==> src/rtl/morse_pkg.sv <==
// Shared types and constants for the Morse letter sequencer.
package morse_pkg;

   // Letter sequencing states; the encoding is also visible on dbg_state.
   typedef enum logic [2:0] {
      ST_IDLE    = 3'd0,
      ST_COLLECT = 3'd1,
      ST_EMIT    = 3'd2,
      ST_GAP     = 3'd3,
      ST_SPACE   = 3'd4
   } state_t;

   // Front-end symbol codes; 00 and 11 both mean "no symbol".
   localparam logic [1:0] SYM_DOT  = 2'b01;
   localparam logic [1:0] SYM_DASH = 2'b10;

   localparam logic [7:0] ASCII_SPACE = 8'h20;
   localparam logic [7:0] ASCII_UNK   = 8'h3F;

   // Longest valid letter (digits are five symbols); one more means overflow.
   localparam int         MAX_LEN = 5;
   localparam logic [2:0] LEN_OVF = 3'd6;

endpackage

==> src/rtl/morse_decode.sv <==
// Combinational (length, pattern) -> ASCII lookup for ITU letters and digits.
// Pattern holds the first symbol in the highest used bit; dot=0, dash=1.
module morse_decode
   import morse_pkg::*;
(
   input  logic [2:0]         i_len,
   input  logic [MAX_LEN-1:0] i_pat,
   output logic [7:0]         o_char
);

   logic [MAX_LEN-1:0] w_mask;
   logic [MAX_LEN-1:0] w_pat;
   logic [7:0]         w_key;

   // Ignore any pattern bits above the current length so stale bits cannot alias.
   assign w_mask = ~(5'b11111 << i_len);
   assign w_pat  = i_pat & w_mask;
   assign w_key  = {i_len, w_pat};

   // Lookup table; anything unlisted (including the overflow length) is '?'.
   always_comb begin
      o_char = ASCII_UNK;
      case (w_key)
         {3'd1, 5'b00000}: o_char = "E";
         {3'd1, 5'b00001}: o_char = "T";
         {3'd2, 5'b00000}: o_char = "I";
         {3'd2, 5'b00001}: o_char = "A";
         {3'd2, 5'b00010}: o_char = "N";
         {3'd2, 5'b00011}: o_char = "M";
         {3'd3, 5'b00000}: o_char = "S";
         {3'd3, 5'b00001}: o_char = "U";
         {3'd3, 5'b00010}: o_char = "R";
         {3'd3, 5'b00011}: o_char = "W";
         {3'd3, 5'b00100}: o_char = "D";
         {3'd3, 5'b00101}: o_char = "K";
         {3'd3, 5'b00110}: o_char = "G";
         {3'd3, 5'b00111}: o_char = "O";
         {3'd4, 5'b00000}: o_char = "H";
         {3'd4, 5'b00001}: o_char = "V";
         {3'd4, 5'b00010}: o_char = "F";
         {3'd4, 5'b00100}: o_char = "L";
         {3'd4, 5'b00110}: o_char = "P";
         {3'd4, 5'b00111}: o_char = "J";
         {3'd4, 5'b01000}: o_char = "B";
         {3'd4, 5'b01001}: o_char = "X";
         {3'd4, 5'b01010}: o_char = "C";
         {3'd4, 5'b01011}: o_char = "Y";
         {3'd4, 5'b01100}: o_char = "Z";
         {3'd4, 5'b01101}: o_char = "Q";
         {3'd5, 5'b11111}: o_char = "0";
         {3'd5, 5'b01111}: o_char = "1";
         {3'd5, 5'b00111}: o_char = "2";
         {3'd5, 5'b00011}: o_char = "3";
         {3'd5, 5'b00001}: o_char = "4";
         {3'd5, 5'b00000}: o_char = "5";
         {3'd5, 5'b10000}: o_char = "6";
         {3'd5, 5'b11000}: o_char = "7";
         {3'd5, 5'b11100}: o_char = "8";
         {3'd5, 5'b11110}: o_char = "9";
         default:          o_char = ASCII_UNK;
      endcase
   end

endmodule

==> src/rtl/morse_letter_sequencer.sv <==
// Collects dot/dash symbols into letters, decodes them to ASCII, inserts a
// word space after a long idle gap, and buffers characters in a small FIFO.
//
// Output handshake: char_valid is high whenever the FIFO holds a character and
// char_data shows the head; the head is consumed on a rising clk edge where
// char_valid and char_ready are both high. char_valid never drops without a
// pop (except on reset), and char_data is stable while char_valid & !char_ready.
module morse_letter_sequencer
   import morse_pkg::*;
#(
   parameter int WORD_GAP = 7000,
   parameter int DEPTH    = 4
) (
   input  logic       clk,
   input  logic       rst_n,
   input  logic       button,
   input  logic [1:0] morse_signal,
   input  logic       letter_spacing,
   output logic [7:0] char_data,
   output logic       char_valid,
   input  logic       char_ready,
   output logic       overrun,
   input  logic       err_clr,
   output logic [2:0] dbg_state
);

   localparam int AW = $clog2(DEPTH);

   // Edge detection and symbol capture
   logic               r_button_q;
   logic               r_ls_q;
   logic               r_cap_pend;
   logic               w_ls_rise;
   logic               w_sym_valid;
   logic               w_sym_bit;

   // Letter assembly
   state_t             r_state;
   state_t             w_next_state;
   logic [MAX_LEN-1:0] r_pat;
   logic [2:0]         r_len;
   logic [31:0]        r_gap_cnt;
   logic               w_gap_done;
   logic [7:0]         w_dec_char;

   // FSM-driven controls
   logic               w_push;
   logic [7:0]         w_push_data;
   logic               w_shift;
   logic               w_load_fresh;
   logic               w_clear;
   logic               w_gap_clr;
   logic               w_gap_run;

   // FIFO
   logic [7:0]         r_mem [DEPTH];
   logic [AW:0]        r_wr_ptr;
   logic [AW:0]        r_rd_ptr;
   logic               r_overrun;
   logic               w_empty;
   logic               w_full;
   logic               w_pop;
   logic               w_wr_en;
   logic               w_drop;

   assign w_ls_rise   = ~r_ls_q & letter_spacing;
   assign w_sym_valid = r_cap_pend & ((morse_signal == SYM_DOT) | (morse_signal == SYM_DASH));
   assign w_sym_bit   = (morse_signal == SYM_DASH);
   assign w_gap_done  = (r_gap_cnt == 32'(WORD_GAP - 1));

   // Register the raw inputs; a button release arms capture for the next cycle.
   always_ff @(posedge clk or negedge rst_n) begin
      if (!rst_n) begin
         r_button_q <= 1'b0;
         r_ls_q     <= 1'b0;
         r_cap_pend <= 1'b0;
      end else begin
         r_button_q <= button;
         r_ls_q     <= letter_spacing;
         r_cap_pend <= r_button_q & ~button;
      end
   end

   // FSM state register.
   always_ff @(posedge clk or negedge rst_n) begin
      if (!rst_n) r_state <= ST_IDLE;
      else        r_state <= w_next_state;
   end

   // FSM next-state logic; a fresh symbol always wins over gap timing.
   always_comb begin
      w_next_state = r_state;
      case (r_state)
         ST_IDLE:    if (w_sym_valid) w_next_state = ST_COLLECT;
         ST_COLLECT: if (w_ls_rise)   w_next_state = ST_EMIT;
         ST_EMIT:    w_next_state = w_sym_valid ? ST_COLLECT : ST_GAP;
         ST_GAP: begin
            if (w_sym_valid)     w_next_state = ST_COLLECT;
            else if (w_gap_done) w_next_state = ST_SPACE;
         end
         ST_SPACE:   w_next_state = w_sym_valid ? ST_COLLECT : ST_IDLE;
         default:    w_next_state = ST_IDLE;
      endcase
   end

   // FSM outputs: FIFO pushes and pattern/gap-counter controls.
   always_comb begin
      w_push       = 1'b0;
      w_push_data  = ASCII_SPACE;
      w_shift      = 1'b0;
      w_load_fresh = 1'b0;
      w_clear      = 1'b0;
      w_gap_clr    = 1'b0;
      w_gap_run    = 1'b0;
      case (r_state)
         ST_IDLE, ST_COLLECT: w_shift = w_sym_valid;
         ST_EMIT: begin
            w_push       = 1'b1;
            w_push_data  = w_dec_char;
            w_gap_clr    = 1'b1;
            w_load_fresh = w_sym_valid;
            w_clear      = ~w_sym_valid;
         end
         ST_GAP: begin
            w_gap_run    = 1'b1;
            w_load_fresh = w_sym_valid;
         end
         ST_SPACE: begin
            w_push       = 1'b1;
            w_push_data  = ASCII_SPACE;
            w_load_fresh = w_sym_valid;
         end
         default: ;
      endcase
   end

   // Pattern shift register and saturating length (LEN_OVF marks overflow).
   always_ff @(posedge clk or negedge rst_n) begin
      if (!rst_n) begin
         r_pat <= '0;
         r_len <= '0;
      end else if (w_load_fresh) begin
         r_pat <= {{(MAX_LEN-1){1'b0}}, w_sym_bit};
         r_len <= 3'd1;
      end else if (w_shift) begin
         r_pat <= {r_pat[MAX_LEN-2:0], w_sym_bit};
         r_len <= (r_len >= LEN_OVF) ? LEN_OVF : r_len + 3'd1;
      end else if (w_clear) begin
         r_pat <= '0;
         r_len <= '0;
      end
   end

   // Idle-gap counter: restarts on a held button, saturates at all-ones.
   always_ff @(posedge clk or negedge rst_n) begin
      if (!rst_n) begin
         r_gap_cnt <= '0;
      end else if (w_gap_clr) begin
         r_gap_cnt <= '0;
      end else if (w_gap_run) begin
         if (button)                r_gap_cnt <= '0;
         else if (~&r_gap_cnt)      r_gap_cnt <= r_gap_cnt + 32'd1;
      end
   end

   morse_decode u_decode (
      .i_len  (r_len),
      .i_pat  (r_pat),
      .o_char (w_dec_char)
   );

   // FIFO status; a pop in the same cycle frees room for a push into a full FIFO.
   assign w_empty = (r_wr_ptr == r_rd_ptr);
   assign w_full  = (r_wr_ptr[AW] != r_rd_ptr[AW]) &&
                    (r_wr_ptr[AW-1:0] == r_rd_ptr[AW-1:0]);
   assign w_pop   = ~w_empty & char_ready;
   assign w_wr_en = w_push & (~w_full | w_pop);
   assign w_drop  = w_push & w_full & ~w_pop;

   // FIFO storage and pointers.
   always_ff @(posedge clk or negedge rst_n) begin
      if (!rst_n) begin
         r_wr_ptr <= '0;
         r_rd_ptr <= '0;
         for (int i = 0; i < DEPTH; i++) r_mem[i] <= '0;
      end else begin
         if (w_wr_en) begin
            r_mem[r_wr_ptr[AW-1:0]] <= w_push_data;
            r_wr_ptr                <= r_wr_ptr + 1'b1;
         end
         if (w_pop) r_rd_ptr <= r_rd_ptr + 1'b1;
      end
   end

   // Sticky overrun flag; a new drop wins over a simultaneous clear.
   always_ff @(posedge clk or negedge rst_n) begin
      if (!rst_n)       r_overrun <= 1'b0;
      else if (w_drop)  r_overrun <= 1'b1;
      else if (err_clr) r_overrun <= 1'b0;
   end

   assign char_data  = r_mem[r_rd_ptr[AW-1:0]];
   assign char_valid = ~w_empty;
   assign overrun    = r_overrun;
   assign dbg_state  = r_state;

endmodule

==> config.mk <==
export PLATFORM = sky130hd
export DESIGN_NAME = morse_letter_sequencer
export DESIGN_NICKNAME = d
export VERILOG_FILES = /design/src/rtl/morse_pkg.sv /design/src/rtl/morse_decode.sv /design/src/rtl/morse_letter_sequencer.sv
export SDC_FILE = /design/constraint.sdc
export NUM_CORES = 1
export LEC_CHECK = 0
export BUFFER_PORTS_ARGS = -buffer_cell sky130_fd_sc_hd__buf_2
export CAP_MARGIN = 20
export CORE_MARGIN = 4
export CORE_UTILIZATION = 45
export CTS_BUF_LIST = sky130_fd_sc_hd__clkbuf_4
export DETAILED_ROUTE_END_ITERATION = 10
export GPL_TIMING_DRIVEN = 0
export HOLD_SLACK_MARGIN = 0.06
export PLACE_DENSITY_LB_ADDON = 0.12
export REMOVE_ABC_BUFFERS = 1
export SYNTH_ARGS = -nofsm -noshare
export SYNTH_HDL_FRONTEND = slang
export SYNTH_SLANG_ARGS = --single-unit
export TNS_END_PERCENT = 1
==> constraint.sdc <==
create_clock -name clk -period 2.71 [get_ports clk]
set_clock_uncertainty 0.05 [all_clocks]
set_input_delay 0.1355 -clock clk [delete_from_list [all_inputs] [get_ports clk]]
set_output_delay 0.1355 -clock clk [all_outputs]
set_load 0.02 [all_outputs]
---- Word-level counts from Yosys, hierarchy flattened ----
Cells that the tools add are included.
word-level totals
  flip-flop bits (word level) ............. 85
  bits of input ports ..................... 8
operators by class
  $add $sub $neg .......................... 4
  $lt $le $gt $ge ......................... 4
  eq/ne operators ......................... 50
  shifts and indexed selects .............. 1
  muxes and demuxes ....................... 34
  bitwise logic cells ..................... 19
  reduce and logical (&&, ||, !) cells .... 12
operators by type and width
  operator                                          number
  case mux 7 bit (36 select lines)                  1
  == test 8 bit (second input constant)             22
  2-to-1 mux 32 bit                                 4
  == test 8 x 7 -> 1 bit (second input constant)    12
  adder 32 x 1 -> 32 bit (second input constant)    1
  bitwise mux 32 bit                                1
  == test 32 x 13 -> 1 bit (second input constant)  1
  2-to-1 mux 8 bit                                  4
  AND reduction 32 bit                              1
  2-to-1 mux 3 bit                                  8
  binary-select mux 8 bit (select 2 bit)            1
  demux 8 bit (select 2 bit)                        1
  == test 8 x 6 -> 1 bit (second input constant)    2
  2-to-1 mux 5 bit                                  3
  case mux 3 bit (5 select lines)                   1
  adder 3 x 1 -> 3 bit (second input constant)      3
  >= comparator 3 bit (second input constant)       3
  2-to-1 mux 1 bit                                  9
  bitwise AND 1 bit                                 7
  == test 3 x 2 -> 1 bit (second input constant)    2
  != test 3 bit (second input constant)             2
  inverter 1 bit                                    6
  inverter 2 -> 3 bit                               2
  bitwise AND 5 bit                                 1
  other kinds (21)                                  26

---- Longest topological paths before layout ----
Gate-level depths: netlist of the first run.
  depth after elaboration ................. 8
  gate-level depth with buffers ........... 11
  gate-level depth less buffers ........... 9

---- Modules after synthesis ----
Synthesis of the first run repeated with hierarchy kept, for this count alone.
second synthesis, totals
  cell total of the unflattened synthesis .. 551
  area total of the unflattened synthesis .. 5357.6 µm²
by module, submodules not included
  module                  times used  cells an instance  area each (µm²)
  morse_letter_sequencer  1           429                4600.7
  morse_decode            1           122                757.0

---- Worst setup path before layout of the first run ----
Ideal clock, no wire load.
  kind .................................... flip-flop to flip-flop
  start ................................... register r_len[2]
  end ..................................... register r_mem[10] (netlist bit)
  setup time .............................. 0.125 ns
  arrival time ............................ 2.233 ns
  required time ........................... 2.535 ns
  path slack .............................. 0.303 ns
  stages on the path, launching flop included .. 11
  period minus slack after synthesis ...... 2.407 ns
  path through ............................ dfrtp_1 -> buf_4 -> inv_2 -> ha_1 -> nand2b_1 -> clkbuf_1 -> nor4_1 -> a41oi_1 -> and4_4 -> o31a_1 -> mux2_2
on the way
  cells in the longest elaborated chain, start to end .. 7
  elaborated cells between the ends (all ways) .. 42
  those cells by class .................... eq/ne (36); shift (1); mux (3); bitwise (2)
ends and longest elaborated chain
  element                                      line                           text
  start, declared                              morse_letter_sequencer.sv:41   logic [2:0] r_len;
  start signal, assigned                       morse_letter_sequencer.sv:147  r_len <= (r_len >= LEN_OVF) ? LEN_OVF : r_len + 3'd1;
  << shifter 5 x 3 -> 5 bit                    morse_decode.sv:16             assign w_mask = ~(5'b11111 << i_len);
  inverter 5 bit                               morse_decode.sv:16
  bitwise AND 5 bit                            morse_decode.sv:17             assign w_pat = i_pat & w_mask;
  == test 8 bit, or another cell as far along  morse_decode.sv:23             case (w_key)
  case mux 7 bit (36 select lines) (*)         morse_decode.sv:23
  2-to-1 mux 8 bit (*)                         morse_letter_sequencer.sv:115  case (r_state)
  bitwise mux 32 bit (*)                       morse_letter_sequencer.sv:188  r_mem[r_wr_ptr[AW-1:0]] <= w_push_data;
  end signal, assigned by index                morse_letter_sequencer.sv:188
  end, declared                                morse_letter_sequencer.sv:56   logic [7:0] r_mem [DEPTH];
Mark *: on every way between the ends. The rest lies on a longest branch, timed or not.
A chain may end at the register's enable or synchronous reset.

---- Final worst setup path of the first run ----
Ends and elaborated chain as after synthesis.

==> reports/summary.txt, run 1 <==
Critical Path RT: 3.03 ns
Async SR Flop Fraction: 100.0%
Final period utilization: 95.45%
Routed WL: 11810 µm
Initial DRC Count: 328
Synth unique cells: 72
Io pins: 21
Pre-CTS WS: -0.6154 ns
CP Launch Point: r_len[2]$_DFFE_PN0P_
Slew Limit Headroom: 51.88%
Synthesized cell area: 5020 µm²
R2r startpoint: r_len[2]$_DFFE_PN0P_
Min Tclk post-route: 2.587 ns
CTS tree: built
Max-cap violations: 0
Setup ws final: 0.1233 ns
CTS buffer count: 9
Highest-delay cell along the critical path: dfrtp_2
Critical path endpoint category: flop
Largest net degree at the start of global routing: 53
Layout Nets: 574
Drt via density: 5.959
Synth Register Bits: 81
Overall power: 4.811 mW
Core ar.: 10890 µm²
Synth Area per Inst: 9.211 µm²
Clk slew on worst S/H paths: 0.16 ns
Chip width: 113.6 µm
Final hold vios: 0
Startpoint types: flop
Max Fclk: 386.6 MHz
Actual slew at the worst max-slew pin: 0.7142 ns
Non-filler instance count after layout: 700
Sequential element share of the synthesized area: 40.38%
Die height: 113.6 µm
Clk buf depth: 2
Cell count after placement: 673
Slew Limit Fails: 0
Wire length per cell: 16.86 µm
Vias in the first global route: 4043
Worst path arrival time: 2.91 ns
Fin Hold WS: 0.07761 ns
Initial antenna violation count: 0
Prevailing post-synth register cell: dfrtp_1
DP Wirelength: 8110 µm
Antenna diodes: 0
Routed Antenna Nets: 0
Utilization after layout: 50.65%
Leak: 2.264 nW
Worst vdd ir: 0.3663 mV
1st-pass router iterations: 4
Total Routing Usage GR: 19.47%
Starting Density: 46.10%
Pwr Density: 872.3 nW/µm²
Status: finished, final reports clean
Global route overflow: 0
PortBufs: 19
DR vias: 4171
DRC: 0
Critical path, cell by cell: inv_4 > ha_2 > nor2b_4 > buf_6 > xnor2_1 > o221ai_1 > a311o_1 > o31a_1 > mux2_2
First-pass GRT wire length: 20430 µm
Clk root buf: clkbuf_4
RD Place Congestion: 0.8844
Synth Instances: 545
# setup viols final: 0
# rows: 38
Number of synthesized flops with an enable pin: 0
Clock tree sinks: 81
Fraction of layout cells with a size suffix above 1: 17.14%
CP peak stage delay: 0.57 ns
H-tree Lvls: 3
Worst-skew pair later-pin latency: 0.46 ns
HP Class: in2async
YS warnings: 0
Largest fanout on the critical path: 15
Crit path kind: reg2reg
Layout area overhead: 9.870%
Unrepaired setup endpoints after global routing: yes
Die ar.: 12910 µm²
cells by family after synthesis:
| kind of cell | after synthesis | share of synthesized area [%] |
|---|---|---|
| AOI/OAI and AO/OA | 118 | 15.58 |
| xor gates and xnor gates | 29 | 5.060 |
| adders and majority gates | 12 | 2.941 |
| buffers and inverters | 53 | 4.686 |
| DFF | 81 | 40.38 |
| muxes | 31 | 8.275 |
| other | 1 | 0.07470 |
| and+or+nand+nor | 220 | 23.01 |
cell type report:
| cell class | instances | area, µm² |
|---|---|---|
| multi-input cells | 411 | 2841 |
| repair buffers | 33 | 242.7 |
| inverters | 19 | 73.82 |
| flip-flops and latches | 81 | 2031 |
| clock inverters | 7 | 83.83 |
| clock buffers | 9 | 67.56 |
| fillers | 1008 | 5373 |
| well taps | 140 | 175.2 |
per-stage QoR:
step	instance area (µm²)	TNS, ns
3_3_place_gp	5126	-24.89
3_5_place_dp	5182	-12.85
6_report	5515	0
5_1_grt	5515	-0.03273
4_1_cts	5465	0
2_1_floorplan	4856	-2.264
what timing repair did:
item / 4_1_cts / 5_1_grt
setup endpoints to repair: 38 / 39
setup buffers: 3 / 2
hold endpoints to repair: 90 / 0
hold buffers: 6 / 0
pin swaps: 0 / 1
resized for setup: 15 / 11
report_power, final:
part | leakage, nW | switching [mW] | internal (mW)
clock | 0.0794 | 0.499 | 0.299
combinational | 1.11 | 1.24 | 0.926
sequential | 1.07 | 0.361 | 1.48
synthesized netlist by cell type, drive strengths merged, types with 2 or more instances:
| cell type | n | area share [%] |
|---|---|---|
| and2 | 5 | 0.62 |
| and3 | 7 | 0.87 |
| a21oi | 23 | 2.4 |
| nor3 | 16 | 1.8 |
| or4 | 5 | 0.75 |
| nor2 | 45 | 3.4 |
| mux4 | 7 | 3.1 |
| o22ai | 2 | 0.25 |
| ha | 11 | 2.7 |
| o21ai | 34 | 3.5 |
| xnor2 | 11 | 1.9 |
| clkbuf | 11 | 0.82 |
| o31ai | 9 | 1.3 |
| dfrtp | 81 | 40 |
| o221ai | 2 | 0.35 |
| o2111ai | 2 | 0.35 |
| and4 | 4 | 0.75 |
| mux2 | 14 | 3.1 |
| inv | 19 | 1.4 |
| or2 | 2 | 0.25 |
| a41oi | 2 | 0.35 |
| nor2b | 8 | 1.0 |
| nand3 | 15 | 1.5 |
| a211oi | 4 | 0.70 |
| o32a | 2 | 0.40 |
| nand3b | 2 | 0.30 |
| and3b | 2 | 0.35 |
| mux2i | 10 | 2.0 |
| a31oi | 12 | 1.5 |
| nor4 | 11 | 1.4 |
| a21o | 2 | 0.30 |
| nand2 | 53 | 4.0 |
| o211ai | 5 | 0.75 |
| or3 | 3 | 0.37 |
| buf | 23 | 2.4 |
| nand2b | 15 | 1.9 |
| xor2 | 18 | 3.1 |
| a22o | 6 | 1.0 |
| nor3b | 2 | 0.40 |
| nand4 | 21 | 2.7 |
layout by cell type, fill, tap and decap left out, types with 4 or more instances in the layout:
cell type and count:
xor2_1 18, mux2i_1 10, mux2_1 4, and3_1 7, buf_2 19, or4_1 5, nor3_1 14, o31ai_1 9
o21ai_1 8, inv_1 16, clkbuf_4 9, nor2_1 44, dlygate4sd3_1 6, nand2_1 51, dfrtp_1 78, nor2b_1 5
nand2b_1 12, o211ai_1 5, ha_1 9, xnor2_1 11, o21ai_0 23, mux4_2 7, a31oi_1 12, nand3_1 15
nor4_1 9, nand4_1 20, buf_4 5, a22o_1 6, mux2_2 10, a21oi_1 21
metal layers:
| metal | global-route usage, % | routed length [µm] | vias up |
|---|---|---|---|
| li1 | - | - | 2009 |
| met5 | 0 | 0 | - |
| met2 | 30.04 | 5519 | 95 |
| met1 | 27.17 | 5538 | 2047 |
| met4 | 6.891 | 236 | 0 |
| met3 | 4.191 | 509 | 20 |
state kept, by name, indices dropped and copies added (netlist names), 3 cells and up:
signal,cells
dbg_state,3
r_pat,5
r_len,3
r_mem,28
r_wr_ptr,3
r_gap_cnt,32
r_rd_ptr,3
worst max-delay path: cells and delay by family (launching register included):
kind	cells	cell delay, ns
flops	1	0.57
mux	1	0.28
xor+xnor	1	0.12
compound gates	3	0.77
buf+inv	2	0.27
fa+ha+maj	1	0.22
simple gates	1	0.22
worst paths after layout:
| kind | slack, ns | end | depth (start not counted) |
|---|---|---|---|
| max in group asynchronous | 1.91 | r_gap_cnt[10]$_DFFE_PN0P_ | 3 |
| hold / removal | 0.08 | r_mem[27]$_DFFE_PN0P_ | 2 |
| setup / recovery | 0.12 | r_mem[10]$_DFFE_PN0P_ | 9 |
| min in group clk | 0.13 | r_pat[0]$_DFFE_PN0P_ | 4 |
| setup reg to reg | 0.12 | r_mem[10]$_DFFE_PN0P_ | 9 |
| hold reg to reg | 0.43 | r_cap_pend$_DFF_PN0_ | 1 |
Note: power is estimated with default switching activity, not from simulation.
==> run 2, diff against run 1 <==
clock period = 3.3 ns   (was 2.71 ns; I/O delays follow)
==> run 2 against run 1 <==
Via count down 1.0%. Critical path depth down 1. Final area down 2.0%. Sequential share of layout area up 0.73 points. Utilization down 1.0 points. Cell count down 0.71%. Setup slack better by 0.090 ns. Total power down 20%. Hold slack better by 0.027 ns. Register-to-register slack better by 0.09 ns. First-iteration DRC count up 9.8%. Largest cell class unchanged.
==> reports/summary.txt, run 2 (synthesis gave the netlist of run 1 again) <==
Min Tclk post-route: 3.087 ns (was 2.587 ns)
Status: finished, final reports clean (unchanged)
Leak: 2.221 nW (was 2.264 nW)
First-pass GRT wire length: 20200 µm (was 20430 µm)
Fin Hold WS: 0.1043 ns (was 0.07761 ns)
Layout Nets: 569 (was 574)
Critical path endpoint category: flop (unchanged)
Actual slew at the worst max-slew pin: 0.9146 ns (was 0.7142 ns)
Logic gate share of total power: 42.7% (was 45.1%)
Worst path arrival time: 3.41 ns (was 2.91 ns)
H-tree Lvls: 3 (unchanged)
# rows: 38 (unchanged)
Die height: 113.6 µm (unchanged)
Routed Antenna Nets: 0 (unchanged)
Largest net degree at the start of global routing: 53 (unchanged)
Post-Place Cell Area: 5182 µm² (unchanged)
Crit path kind: reg2reg (unchanged)
Slew Limit Fails: 0 (unchanged)
Most frequent cells in the layout: 79 x dfrtp_1, 53 x nand2_1, 44 x nor2_1 (was 78 x dfrtp_1, 51 x nand2_1, 44 x nor2_1)
Max FFs per register: 32 (unchanged)
Final hold vios: 0 (unchanged)
Worst vdd ir: 0.3003 mV (was 0.3663 mV)
Clock power share: 17.0% (was 16.6%)
Wire length per cell: 16.78 µm (was 16.86 µm)
Clk root buf: clkbuf_4 (unchanged)
Biggest register: r_gap_cnt (unchanged)
RD Place Congestion: 0.8844 (unchanged)
Critical Path RT: 3.62 ns (was 3.03 ns)
Utilization after layout: 49.64% (was 50.65%)
Antenna diodes: 0 (unchanged)
CTS tree: built (unchanged)
DR vias: 4128 (was 4171)
Starting Density: 46.10% (unchanged)
Clock tree sinks: 81 (unchanged)
Reg2reg end: r_mem[10]$_DFFE_PN0P_ (unchanged)
Worst-skew pair later-pin latency: 0.46 ns (about the same)
HP Class: in2async (unchanged)
Pre-CTS WS: -0.02539 ns (was -0.6154 ns)
Biggest registers after layout: r_gap_cnt: 32 flops, r_mem: 28 flops, r_pat: 5 flops (unchanged)
Overall power: 3.848 mW (was 4.811 mW)
1st-pass router iterations: 5 (was 4)
Unrepaired setup endpoints after global routing: no (was yes)
Psw: 1.691 mW (was 2.101 mW)
Final period utilization: 93.55% (was 95.45%)
Layout area overhead: 7.677% (was 9.870%)
Int Pwr: 2.157 mW (was 2.709 mW)
Startpoint types: flop (unchanged)
Routed WL: 11660 µm (was 11810 µm)
Chip width: 113.6 µm (unchanged)
Vias in the first global route: 3979 (was 4043)
Global route overflow: 0 (unchanged)
DRC: 0 (unchanged)
Commonest non-fill, non-tap cell in the layout: dfrtp_1 (unchanged)
Core ar.: 10890 µm² (unchanged)
Fraction of layout cells with a size suffix above 1: 13.51% (was 17.14%)
Io pins: 21 (unchanged)
Cell count after placement: 673 (unchanged)
R2r startpoint: r_len[0]$_DFFE_PN0P_ (was r_len[2]$_DFFE_PN0P_)
Largest fanout on the critical path: 21 (was 15)
# setup viols final: 0 (unchanged)
Drt via density: 5.940 (was 5.959)
Worst reg-to-reg path cell count: 8 (was 9)
Sequential share of power: 40.4% (was 38.4%)
PortBufs: 19 (unchanged)
Pwr Density: 711.8 nW/µm² (was 872.3 nW/µm²)
Slew Limit Headroom: 38.76% (was 51.88%)
Max-cap violations: 0 (unchanged)
CP Launch Point: r_len[0]$_DFFE_PN0P_ (was r_len[2]$_DFFE_PN0P_)
Switching share of total power: 43.94% (was 43.68%)
Setup ws final: 0.2128 ns (was 0.1233 ns)
Die ar.: 12910 µm² (unchanged)
Total Routing Usage GR: 19.24% (was 19.47%)
Crit path capture: r_mem[10]$_DFFE_PN0P_ (unchanged)
Setup TNS: 0 ns (unchanged)
DP Wirelength: 8110 µm (unchanged)
Clk buf depth: 2 (unchanged)
Initial DRC Count: 360 (was 328)
Flop2flop setup slack: 0.21 ns (was 0.12 ns)
Max Fclk: 323.9 MHz (was 386.6 MHz)
CTS buffer count: 9 (unchanged)
Design Area, Final: 5405 µm² (was 5515 µm²)
Clk slew on worst S/H paths: 0.16 ns (about the same)
Non-filler instance count after layout: 695 (was 700)
Initial antenna violation count: 0 (unchanged)
==> run 2: worst min path at each step <==
stage                   start                        to  slack, ns  cells past startpoint
2_1_floorplan           rst_n  dbg_state[0]$_DFFE_PN0P_      -0.18                      0
3_3_place_gp   letter_spacing          r_ls_q$_DFF_PN0_       0.24                      1
6_report                rst_n     r_mem[27]$_DFFE_PN0P_       0.10                      2
5_1_grt                 rst_n     r_mem[26]$_DFFE_PN0P_       0.11                      2
4_1_cts                 rst_n     r_mem[26]$_DFFE_PN0P_        0.1                      2
3_5_place_dp            rst_n     r_mem[27]$_DFFE_PN0P_       0.09                      1
==> run 2: power groups by stage <==
stage                     Clock (mW)  Sequential (mW)  Combinational (mW)
after floorplan                    0             1.48                1.20
after global placement             0             1.55                1.59
after detailed placement           0             1.57                1.62
after CTS                      0.680             1.55                1.64
after global routing           0.718             1.60                1.83
final                          0.652             1.55                1.64
==> run 2: area by class of cell <==
| cell class | count | area [µm²] |
|---|---|---|
| repair buffers | 28 | 207.7 |
| clock inverters | 7 | 83.83 |
| flip-flops and latches | 81 | 2029 |
| inverters | 19 | 71.32 |
| clock buffers | 9 | 67.56 |
| fillers | 1016 | 5483 |
| well taps | 140 | 175.2 |
| multi-input cells | 411 | 2770 |
==> run 2: per-layer routing <==
metal | track usage (%) | part of all wire (%) | vias to the layer above
met5 | 0 | 0 | -
met4 | 6.490 | 2.2 | 0
met3 | 3.873 | 5.1 | 24
met2 | 29.64 | 47 | 108
met1 | 27.20 | 46 | 1994
li1 | - | - | 2002
==> run 2: worst max-delay path: stages, from the launching register on <==
cell      delay [ns]
dfrtp_2         0.58
inv_2           0.20
ha_1            0.36
nand2b_1        0.53
a22o_1          0.24
a41oi_1         0.14
and4_4          0.26
o31a_1          0.36
mux2_2          0.28
==> run 2: timing repair <==
action,CTS,global route
hold endpoints to repair,89,0
pin swaps,0,0
hold buffers,6,0
buffers inserted,0,0
gates resized for setup,1,3
setup endpoints to repair,8,15
